File: src/rtl/midstate_loader.sv
// Assembles a framed SPI byte stream into the SHA-256 midstate and block-2 tail.
// A frame is SOF, 44 payload bytes, then an XOR checksum over the payload.
module midstate_loader #(
  parameter int unsigned TIMEOUT_CYCLES = 100000,
  parameter logic [7:0]  SOF_BYTE       = 8'hA5
) (
  input  logic         clk,
  input  logic         rst_n,
  input  logic         request,
  input  logic         byte_valid,
  input  logic [7:0]   byte_data,
  output logic [255:0] midstate,
  output logic [95:0]  block2_tail,
  output logic         received,
  output logic         busy,
  output logic         chk_err,
  output logic         timeout,
  output logic [7:0]   err_count
);

  localparam int TW = $clog2(TIMEOUT_CYCLES + 1);
  typedef logic [TW-1:0] tmo_t;
  localparam tmo_t TMO_LAST = tmo_t'(TIMEOUT_CYCLES - 1);

  typedef enum logic [1:0] {IDLE, WAIT_SOF, LOAD, CHECK} state_t;

  state_t         state_q, state_d;
  logic [351:0]   shadow_q, shadow_d;
  logic [5:0]     byte_cnt_q, byte_cnt_d;
  logic [7:0]     xor_q, xor_d;
  tmo_t           tmo_cnt_q, tmo_cnt_d;
  logic [255:0]   midstate_q, midstate_d;
  logic [95:0]    tail_q, tail_d;
  logic           received_q, received_d;
  logic           chk_err_q, chk_err_d;
  logic           timeout_q, timeout_d;
  logic [7:0]     err_count_q, err_count_d;
  logic           in_frame;
  logic           tmo_expire;
  logic [7:0]     err_inc;

  // Expiry fires on the edge the counter would reach TIMEOUT_CYCLES; a byte that same cycle wins.
  assign in_frame   = (state_q == LOAD) || (state_q == CHECK);
  assign tmo_expire = in_frame && !byte_valid && (tmo_cnt_q == TMO_LAST);
  assign err_inc    = (err_count_q == 8'hFF) ? 8'hFF : err_count_q + 8'd1;

  always_comb begin
    state_d     = state_q;
    shadow_d    = shadow_q;
    byte_cnt_d  = byte_cnt_q;
    xor_d       = xor_q;
    tmo_cnt_d   = tmo_cnt_q;
    midstate_d  = midstate_q;
    tail_d      = tail_q;
    received_d  = 1'b0;
    chk_err_d   = 1'b0;
    timeout_d   = 1'b0;
    err_count_d = err_count_q;

    case (state_q)
      IDLE: begin
        if (request) state_d = WAIT_SOF;
      end
      WAIT_SOF: begin
        if (byte_valid && byte_data == SOF_BYTE) begin
          state_d    = LOAD;
          byte_cnt_d = '0;
          xor_d      = '0;
          tmo_cnt_d  = '0;
        end
      end
      LOAD: begin
        if (byte_valid) begin
          shadow_d   = {shadow_q[343:0], byte_data};
          byte_cnt_d = byte_cnt_q + 6'd1;
          xor_d      = xor_q ^ byte_data;
          tmo_cnt_d  = '0;
          if (byte_cnt_q == 6'd43) state_d = CHECK;
        end else if (tmo_expire) begin
          timeout_d   = 1'b1;
          err_count_d = err_inc;
          shadow_d    = '0;
          state_d     = WAIT_SOF;
        end else begin
          tmo_cnt_d = tmo_cnt_q + tmo_t'(1);
        end
      end
      CHECK: begin
        if (byte_valid) begin
          tmo_cnt_d = '0;
          if (byte_data == xor_q) begin
            midstate_d = shadow_q[351:96];
            tail_d     = shadow_q[95:0];
            received_d = 1'b1;
            state_d    = IDLE;
          end else begin
            chk_err_d   = 1'b1;
            err_count_d = err_inc;
            state_d     = WAIT_SOF;
          end
        end else if (tmo_expire) begin
          timeout_d   = 1'b1;
          err_count_d = err_inc;
          shadow_d    = '0;
          state_d     = WAIT_SOF;
        end else begin
          tmo_cnt_d = tmo_cnt_q + tmo_t'(1);
        end
      end
      default: state_d = IDLE;
    endcase
  end

  always_ff @(posedge clk or negedge rst_n) begin
    if (!rst_n) begin
      state_q     <= IDLE;
      shadow_q    <= '0;
      byte_cnt_q  <= '0;
      xor_q       <= '0;
      tmo_cnt_q   <= '0;
      midstate_q  <= '0;
      tail_q      <= '0;
      received_q  <= 1'b0;
      chk_err_q   <= 1'b0;
      timeout_q   <= 1'b0;
      err_count_q <= '0;
    end else begin
      state_q     <= state_d;
      shadow_q    <= shadow_d;
      byte_cnt_q  <= byte_cnt_d;
      xor_q       <= xor_d;
      tmo_cnt_q   <= tmo_cnt_d;
      midstate_q  <= midstate_d;
      tail_q      <= tail_d;
      received_q  <= received_d;
      chk_err_q   <= chk_err_d;
      timeout_q   <= timeout_d;
      err_count_q <= err_count_d;
    end
  end

  assign midstate    = midstate_q;
  assign block2_tail = tail_q;
  assign received    = received_q;
  assign chk_err     = chk_err_q;
  assign timeout     = timeout_q;
  assign err_count   = err_count_q;
  assign busy        = (state_q != IDLE);

endmodule

File: config.mk
export PLATFORM = sky130hd
export DESIGN_NAME = midstate_loader
export DESIGN_NICKNAME = d
export VERILOG_FILES = /design/src/rtl/midstate_loader.sv
export SDC_FILE = /design/constraint.sdc
export NUM_CORES = 1
export LEC_CHECK = 0
export CAP_MARGIN = 25
export CORE_MARGIN = 2
export CORE_UTILIZATION = 40
export CTS_CLUSTER_DIAMETER = 30
export DETAILED_ROUTE_END_ITERATION = 10
export GPL_ROUTABILITY_DRIVEN = 1
export PLACE_DENSITY = 0.71
export REMOVE_ABC_BUFFERS = 1
export SYNTH_ARGS = -nofsm -noshare
export SYNTH_HDL_FRONTEND = slang
export SYNTH_SLANG_ARGS = --single-unit
File: constraint.sdc
create_clock -name clk -period 2.8 [get_ports clk]
set_clock_uncertainty 0.15 [all_clocks]
set_input_delay 0.42 -clock clk [delete_from_list [all_inputs] [get_ports clk]]
set_output_delay 0.42 -clock clk [all_outputs]
set_load 0.01 [all_outputs]
**Yosys cells after proc, flatten, opt, wreduce, memory -nomap -nowiden**

Cells that the tools add are included.
Widths: inputs -> output; s select.

- Bits in registers: 748
- Output and inout bits: 364
- Word-level logic and storage cells: 85

- $add $sub $neg: 3
- Equal/unequal tests: 16
- Mux-type cells: 37
- Bitwise operators: 1
- Reduce and logical (&&, ||, !) cells: 17

Operators with widths:

| kind | count |
|---|---|
| $mux 352 | 3 |
| $pmux 352 s2 | 1 |
| $mux 8 | 7 |
| $mux 17 | 3 |
| $pmux 17 s2 | 1 |
| $pmux 8 s2 | 2 |
| $add 17x1->17 const B | 1 |
| $eq 17x17->1 const B | 1 |
| $eq 8x8->1 const B | 2 |
| $reduce_and 3->1 | 5 |
| $mux 2 | 6 |
| $mux 6 | 2 |
| $pmux 6 s2 | 1 |
| $mux 1 | 10 |
| $ne 2x2->1 const B | 5 |
| $add 8x1->8 const B | 1 |
| $eq 8x8->1 | 1 |
| $pmux 2 s4 | 1 |
| $reduce_bool 2->1 | 4 |
| $xor 8x8->8 | 1 |
| $add 6x1->6 const B | 1 |
| $eq 6x6->1 const B | 1 |
| $ne 3x3->1 const B | 2 |
| $eq 2x2->1 const B | 2 |
| other kinds (8) | 10 |

**Longest topological paths before layout**

Gate-level depths: netlist of the first run.

- Depth after elaboration: 7
- Mapped depth: 8

**Worst setup path after synthesis of the first run**

OpenSTA, ideal clock, no wires.

- Path type: input-to-reg
- Start: input byte_data[2]
- End: register midstate_q[100] (netlist: midstate[100])
- Setup time: 0.125 ns
- Arrival time: 1.905 ns
- Data required time: 2.525 ns
- Slack: 0.620 ns
- Stages on the path: 8
- Path buffers: 3
- Path through: xnor2_1 nand4_1 or3_1 nand2b_4 buf_6 buf_6 buf_6 mux2_4

- Cells in the longest elaborated chain, start to end: 2

Ends and longest elaborated chain:

| element | line | RTL |
|---|---|---|
| start, declared | 11 | `input logic [7:0] byte_data,` |
| $eq 8x8->1 | 91 | `if (byte_data == xor_q) begin` |
| $reduce_and 3->1 (no line) | -- |  |
| end signal, assigned | 133 | `midstate_q <= midstate_d;` |
| end, declared | 32 | `logic [255:0] midstate_q, midstate_d;` |

Every way passes these cells.
A chain may end at the register's enable or synchronous reset.

**Final worst setup path of the first run**

- Start: register state_q[0]
- End: output busy

- Cells in the longest elaborated chain, start to end: 1

Ends and longest elaborated chain:

| element | line | RTL |
|---|---|---|
| start, declared | 27 | `state_t state_q, state_d;` |
| start signal, assigned | 128 | `state_q <= state_d;` |
| $reduce_bool 2->1 | 148 | `assign busy = (state_q != IDLE);` |
| end, declared | 15 | `output logic busy,` |

Every way passes these cells.

==> qor.log, run 1 <==
qor: logic_synthesis.synth-seq-cells 748
qor: global_routing.global_route.usage.total 19.1%
qor: setup_path.crit_type flop to output port
qor: cells_and_area.final_layout_size_suffix_gt1_share 26.6%
qor: global_routing.grtUsageMet3 4.47%
qor: cells_and_area.layout.area.seq 18,700 um2
qor: timing.timing.final.setup_violations 0
qor: timing.fmax 377 MHz
qor: global_routing.grt_max_degree 199
qor: power_and_ir_drop.power.ir.vdd_worst 0.000440 V
qor: logic_synthesis.synth_largest_area_cell sky130_fd_sc_hd__dfrtp_1
qor: routing.ant_nets 0
qor: floorplanning.die-width 286 um
qor: timing.final.min_clock_period 2650 ps
qor: hold_path.holdCritPathClass input pin to asynchronous set/reset pin
qor: global_routing.grt_use_met2 30.2%
qor: setup_path.critPathMaxStageDelay 540 ps
qor: timing.rsz_0062_raised_after_global_routing false
qor: cells_and_area.synthToLayoutAreaGrowth 34.2%
qor: routing.routed_wire_length 78.7 mm
qor: routing.route.vias.total 21.7k
qor: clock_network.path_clk_slew 50 ps
qor: setup_path.crit_chain or2_2 -> clkdlybuf4s50_1
qor: routing.drt-pass1-iter-count 7
qor: setup_path.critical_path.reg2reg.endpoint shadow_q[273]$_DFFE_PN0P_
qor: timing.worst_slew_pin_slew 1350 ps
qor: routing.avgRoutedWirePerCell 20.5 um
qor: logic_synthesis.post_synthesis_cells 2,217
qor: setup_path.critical_path.max_fanout 8
qor: clock_network.cts-root-buf sky130_fd_sc_hd__clkbuf_16
qor: global_routing.number_of_global_route_vias_before_repair 22.0k
qor: timing.final_max_tran_viols 0
qor: clock_network.cts.sinks 748
qor: cells_and_area.fillerInstances 6,186
qor: cells_and_area.area_taken_by_multi_input_logic_gates 12,000 um2
qor: placement.pre_cts_slack -15.1 ps
qor: floorplanning.std_cell_rows 103
qor: power_and_ir_drop.power_leakage 20.4 nW
qor: setup_path.worstPathArrival 2080 ps
qor: clock_network.post-cts-setup-buffer-count 0
qor: timing.worst_slew_margin_rel 10.2%
qor: placement.dp.cells 3,552
qor: clock_network.cts-htree-levels 4
qor: logic_synthesis.synth.cells.most_frequent 748 x sky130_fd_sc_hd__dfrtp_1, 705 x sky130_fd_sc_hd__a22o_1, 189 x sky130_fd_sc_hd__mux2_2
qor: clock_network.maximum_count_of_clock_buffers_along_a_single_path 3
qor: routing.route.detailed.vias_per_inst 5.67
qor: floorplanning.initial_core_util 40.3%
qor: cells_and_area.fin_nets 2,671
qor: logic_synthesis.postSynth.topFlopCell sky130_fd_sc_hd__dfrtp_1
qor: cells_and_area.final_cells 3,833
qor: setup_path.timing.critical_path.to_type output port
qor: logic_synthesis.synth_cell_types 44
qor: power_and_ir_drop.pwr_density_cell 707 nW/um2
qor: setup_path.required 2230 ps
qor: setup_path.startpoint_type flop
qor: global_routing.grt.busiest_layer met2
qor: routing.drtIter0Drc 1,591
qor: logic_synthesis.post_synth_instance_area 31,700 um2
qor: setup_path.worstReg2RegStart tmo_cnt_q[12]$_DFFE_PN0P_
qor: timing.final_period_utilization 94.6%
qor: global_routing.grt_pass1_wl 127 mm
qor: timing.timing_hold_violations_final 0
qor: clock_network.insertion_delay 700 ps
qor: placement.detailed_place_hpwl 48.6 mm
qor: logic_synthesis.synth-edff-count 0
qor: clock_network.tritoncts.num_buffers 150
qor: logic_synthesis.yosysTopAreaCellShare 59.0%
qor: logic_synthesis.synth_warnings 0
qor: logic_synthesis.synth_most_common_cell sky130_fd_sc_hd__dfrtp_1
qor: placement.port-buffer-count 375
qor: timing.timing.final.ws_setup 150 ps
qor: logic_synthesis.postSynth.asyncResetShare 100%
qor: floorplanning.fp.coreArea 78,700 um2
qor: job.maxCapViolations 0
qor: global_routing.globalRoute.totalOverflow 0
qor: setup_path.worst_path_max_delay_cell sky130_fd_sc_hd__dfrtp_4
qor: routing.drcViolationCount 0
qor: global_routing.grt_util_met1 26.1%
qor: setup_path.r2r_setup_slack 160 ps
qor: floorplanning.ios 376
qor: floorplanning.die_area 81,500 um2
qor: logic_synthesis.top_post_synthesis_cells_by_area sky130_fd_sc_hd__dfrtp_1 59%, sky130_fd_sc_hd__a22o_1 19%, sky130_fd_sc_hd__mux2_4 8.0%
qor: cells_and_area.final_util 54.1%
qor: logic_synthesis.synth_area_per_cell 14.3 um2
qor: placement.gp_routability_congestion 0.825
qor: logic_synthesis.synth_seq_area_share 59.0%
qor: setup_path.r2r.worst_path.cells 7
qor: clock_network.clock_tree_from_tritoncts yes
qor: outcome.outcome finished, final reports clean
qor: global_routing.antenna_found_initial 2
qor: floorplanning.die_h 286 um
power breakdown:
group	internal (W)	switching (W)	leakage, nW
combinational	0.000133	0.000368	7.42
clock	0.0126	0.00605	2.60
sequential	0.0109	0.0000438	10.4
sequential cells by signal, indices dropped and copies added (netlist names):
register and flops:
shadow_q 352, midstate 256, block2_tail 96, tmo_cnt_q 17, err_count 8, xor_q 8, byte_cnt_q 6, state_q 2
chk_err 1, received 1, timeout 1
layout by cell type (no fill, tap or decap), types with 10 or more instances in the layout:
cell type                           n
sky130_fd_sc_hd__dfrtp_1          747
sky130_fd_sc_hd__a22o_1           705
sky130_fd_sc_hd__clkdlybuf4s50_1  373
sky130_fd_sc_hd__mux2_2           189
sky130_fd_sc_hd__mux2_4           169
sky130_fd_sc_hd__clkbuf_16        154
sky130_fd_sc_hd__buf_4             75
sky130_fd_sc_hd__buf_12            36
sky130_fd_sc_hd__nor2_1            32
sky130_fd_sc_hd__o21ai_0           28
sky130_fd_sc_hd__nand2_1           21
sky130_fd_sc_hd__bufinv_16         21
sky130_fd_sc_hd__a21oi_1           20
sky130_fd_sc_hd__clkinvlp_4        20
sky130_fd_sc_hd__clkbuf_8          20
sky130_fd_sc_hd__clkinv_2          20
sky130_fd_sc_hd__clkbuf_1          17
sky130_fd_sc_hd__nand3_1           15
sky130_fd_sc_hd__nand4_1           10
sky130_fd_sc_hd__xnor2_1           10
final cells by class:
cell class,instances,area share (%)
flip-flops and latches,748,44.0
multi-input cells,1263,28.2
repair buffers,488,11.9
clock buffers,191,9.85
well taps,1050,3.09
clock inverters,87,2.89
inverters,5,0.0441
diodes,1,0.00588
worst max path at each step:
stage,start,end,cells after the start
2_1_floorplan,state_q[0]$_DFFE_PN0P_,state_q[1]$_DFFE_PN0P_,3
3_3_place_gp,byte_data[0],midstate[131]$_DFFE_PN0P_,8
3_5_place_dp,byte_data[2],midstate[204]$_DFFE_PN0P_,8
4_1_cts,state_q[0]$_DFFE_PN0P_,busy,2
5_1_grt,tmo_cnt_q[12]$_DFFE_PN0P_,tmo_cnt_q[0]$_DFFE_PN0P_,6
6_report,state_q[0]$_DFFE_PN0P_,busy,2
per-layer routing:
metal	share of wire [%]	routed length, um
met3	6.1	4820
met4	1.7	1370
met1	43	34200
met5	0	0
met2	49	38400
stage by stage:
| stage | power (W) | area (um2) | hold slack [ps] | TNS, ps |
|---|---|---|---|---|
| 2_1_floorplan | 0.0112 | 30700 | -25.6 | - |
| 6_report | 0.0301 | 42600 | 162 | 0 |
| 3_5_place_dp | 0.0116 | 37100 | 334 | -336 |
| 4_1_cts | 0.0304 | 42600 | 149 | 0 |
| 3_3_place_gp | 0.0116 | 37100 | 326 | -20.0 |
| 5_1_grt | 0.0310 | 42600 | 171 | 0 |
cells by family (layout without fill, tap and decap cells):
logic type / after synthesis / after routing / share of synthesized area [%]
AOI/OAI and AO/OA: 770 / 770 / 20.6
xor gates and xnor gates: 17 / 17 / 0.470
adders and majority gates: 3 / 3 / 0.118
buffers and inverters: 206 / 771 / 3.11
DFF: 748 / 748 / 59.0
muxes: 358 / 358 / 14.7
other: 0 / 1 / 0
and+or+nand+nor: 115 / 115 / 1.92
what timing repair did:
| action | CTS | global route |
|---|---|---|
| resized for setup | 0 | 0 |
| endpoints found under the hold margin | 56 | 0 |
| hold buffers | 2 | 0 |
worst max-delay path, delay by kind of cell (launching register included):
| kind | cells | cell delay [ps] |
|---|---|---|
| buffers and inverters | 1 | 500 |
| DFF | 1 | 540 |
| and+or+nand+nor | 1 | 340 |
(Power assumes the default switching activity.)
==> inputs of run 2 (changes only) <==
clock period = 2.9 ns   (was 2.8 ns; I/O delays follow)
==> run 2 against run 1 <==
  * First-iteration DRC count rose by 6.9%
  * Critical path depth unchanged
  * Largest power group unchanged
  * Power decreased by 2.0%
  * Flip-flop and latch count did not move
  * Hold slack worse by 110 ps
  * Via count shrank 0.38%
  * Sequential power shrank 4%
  * Sequential share of layout area rose by 0.12 points
  * Setup slack worse by 9.2 ps
  * Critical path type unchanged
  * Non-clock buffer count fell by 18
==> qor.log, run 2 (synthesized netlist as in run 1, its figures left out) <==
qor: outcome.outcome finished, final reports clean
qor: routing.wirelength_met1 34.9 mm
qor: cells_and_area.registers.top_by_ff_count shadow_q
qor: cells_and_area.most-common-layout-cells 747 x sky130_fd_sc_hd__dfrtp_1, 705 x sky130_fd_sc_hd__a22o_1, 373 x sky130_fd_sc_hd__clkdlybuf4s50_1, 189 x sky130_fd_sc_hd__mux2_2, 169 x sky130_fd_sc_hd__mux2_4
qor: setup_path.worstPathArrival 2170 ps
qor: hold_path.holdCritPathClass input pin to flop
qor: setup_path.r2r.worst_path.cells 7
qor: clock_network.ctsResizeCount 0
qor: clock_network.cts-root-buf sky130_fd_sc_hd__clkbuf_16
qor: floorplanning.die_area 81,500 um2
qor: timing.timing.final.setup_violations 0
qor: placement.port-buffer-count 375
qor: routing.met3_length 4.16 mm
qor: routing.topRoutingLayerUsed met4
qor: timing.timing_hold_violations_final 0
qor: hold_path.hp-start byte_valid
qor: routing.route.detailed.vias_per_inst 5.68
qor: routing.route.vias.total 21.6k
qor: clock_network.clock_tree_from_tritoncts yes
qor: hold_path.hold-path-cell-count 2
qor: timing.fmax 362 MHz
qor: global_routing.grt_pass1_wl 127 mm
qor: placement.detailed_place_hpwl 47.6 mm
qor: setup_path.worstReg2RegStart tmo_cnt_q[12]$_DFFE_PN0P_
qor: timing.rsz_0062_raised_after_global_routing false
qor: global_routing.grt_max_degree 178
qor: setup_path.critical_path.reg2reg.endpoint shadow_q[193]$_DFFE_PN0P_
qor: routing.avgRoutedWirePerCell 20.7 um
qor: clock_network.tritoncts.num_buffers 149
qor: setup_path.crit_type flop to output port
qor: cells_and_area.final_area 42,400 um2
qor: routing.total_length_of_routed_met2_wires 38.2 mm
qor: routing.routed_wire_length 78.8 mm
qor: cells_and_area.final_layout_size_suffix_gt1_share 26.2%
qor: placement.gp_routability_congestion 0.796
qor: timing.final_max_tran_viols 0
qor: clock_network.post-cts-setup-buffer-count 0
qor: placement.postPlaceCellArea 36,900 um2
qor: setup_path.timing.critical_path.to_type output port
qor: timing.final.min_clock_period 2760 ps
qor: hold_path.whs_endpoint shadow_q[66]$_DFFE_PN0P_
qor: timing.timing.final.ws_setup 141 ps
qor: power_and_ir_drop.finalPower 0.0295 W
qor: cells_and_area.synthToLayoutAreaGrowth 33.9%
qor: cells_and_area.mostFrequentLayoutCell sky130_fd_sc_hd__dfrtp_1
qor: routing.drcViolationCount 0
qor: routing.drtIter0Drc 1,700
qor: global_routing.antenna_found_initial 0
qor: clock_network.insertion_delay 710 ps
qor: placement.pre_cts_slack 39.4 ps
qor: cells_and_area.fin_nets 2,652
qor: timing.setup_total_negative_slack 0 ps
qor: setup_path.critical_path.max_fanout 21
qor: power_and_ir_drop.power_leakage 20.3 nW
qor: floorplanning.std_cell_rows 103
qor: clock_network.maximum_count_of_clock_buffers_along_a_single_path 3
qor: job.maxCapViolations 0
qor: clock_network.cts-htree-levels 4
qor: floorplanning.die_h 286 um
qor: floorplanning.fp.coreArea 78,700 um2
qor: global_routing.global_route.usage.total 19.1%
qor: cells_and_area.largest_reg_flops 352
qor: routing.drt-pass1-iter-count 5
qor: cells_and_area.fillerInstances 6,229
qor: timing.worst_slew_margin_rel 30.5%
qor: floorplanning.ios 376
qor: timing.fin_hold_ws 56.3 ps
qor: floorplanning.initial_core_util 40.3%
qor: timing.worst_slew_pin_slew 1040 ps
qor: global_routing.number_of_global_route_vias_before_repair 22.1k
qor: cells_and_area.diodes 0
qor: clock_network.cts.sinks 748
qor: setup_path.required 2320 ps
qor: power_and_ir_drop.pwr_density_cell 694 nW/um2
qor: power_and_ir_drop.power.ir.vdd_worst 0.000674 V
qor: timing.final_period_utilization 95.1%
qor: clock_network.path_clk_slew 50 ps
qor: global_routing.globalRoute.totalOverflow 0
qor: routing.ant_nets 0
qor: setup_path.startpoint_type flop
qor: floorplanning.die-width 286 um
qor: setup_path.r2r_setup_slack 420 ps
run 2: changes by cell type in the layout (fill, tap and decap cells not counted), sizes merged:
cell	previous run	this run
buf	113	96
bufinv	21	25
clkbuf	191	186
clkinv	34	36
clkinvlp	20	13
diode	1	0
dlygate4sd3	2	1
inv	17	22
run 2: repair_timing:
item / CTS / global route
hold endpoints to repair: 237 / 0
hold buffers: 1 / 0
setup endpoints to repair: 0 / 0
run 2: metrics by stage:
step                cells  utilization, %
finish               3813            53.9
global route         3813            53.9
CTS                  3813            53.9
detailed placement   3535            46.9
global placement     3535            46.9
floorplan            2016               -
run 2: final cells by class:
cell class	count	area [um2]	area share [%]
Timing Repair Buffer	470	4830	11.4
Inverter	5	18.8	0.0442
Clock buffer	186	4110	9.68
Multi-Input combinational cell	1263	12000	28.3
Sequential cell	748	18700	44.1
Clock inverter	91	1440	3.39
Tap cell	1050	1310	3.09
run 2: routing by layer:
| metal | global-route usage, % | vias up |
|---|---|---|
| li1 | - | 9469 |
| met1 | 26.0 | 11390 |
| met2 | 30.7 | 654 |
| met3 | 4.07 | 135 |
| met4 | 5.67 | 0 |
| met5 | 0 | - |
run 2: worst max-delay path by stage:
stage | from | to | slack, ps | cells past startpoint
after floorplan | state_q[0]$_DFFE_PN0P_ | state_q[1]$_DFFE_PN0P_ | -23080 | 3
after global placement | byte_data[2] | midstate[104]$_DFFE_PN0P_ | 3 | 8
after detailed placement | byte_data[2] | midstate[160]$_DFFE_PN0P_ | 40 | 8
after CTS | state_q[0]$_DFFE_PN0P_ | busy | 90 | 2
after global routing | state_q[0]$_DFFE_PN0P_ | busy | 70 | 2
final | state_q[0]$_DFFE_PN0P_ | busy | 140 | 2
run 2: power by group:
part	leakage, nW	internal [W]	switching (W)	total, W
Combinational	7.29	0.000113	0.000346	0.000460
Clock	2.67	0.0124	0.00604	0.0185
Sequential	10.4	0.0105	0.0000442	0.0105
run 2: critical path, cell delays in order (launching register included):
cell                              delay, ps
sky130_fd_sc_hd__dfrtp_4                610
sky130_fd_sc_hd__or2_2                  350
sky130_fd_sc_hd__clkdlybuf4s50_1        500
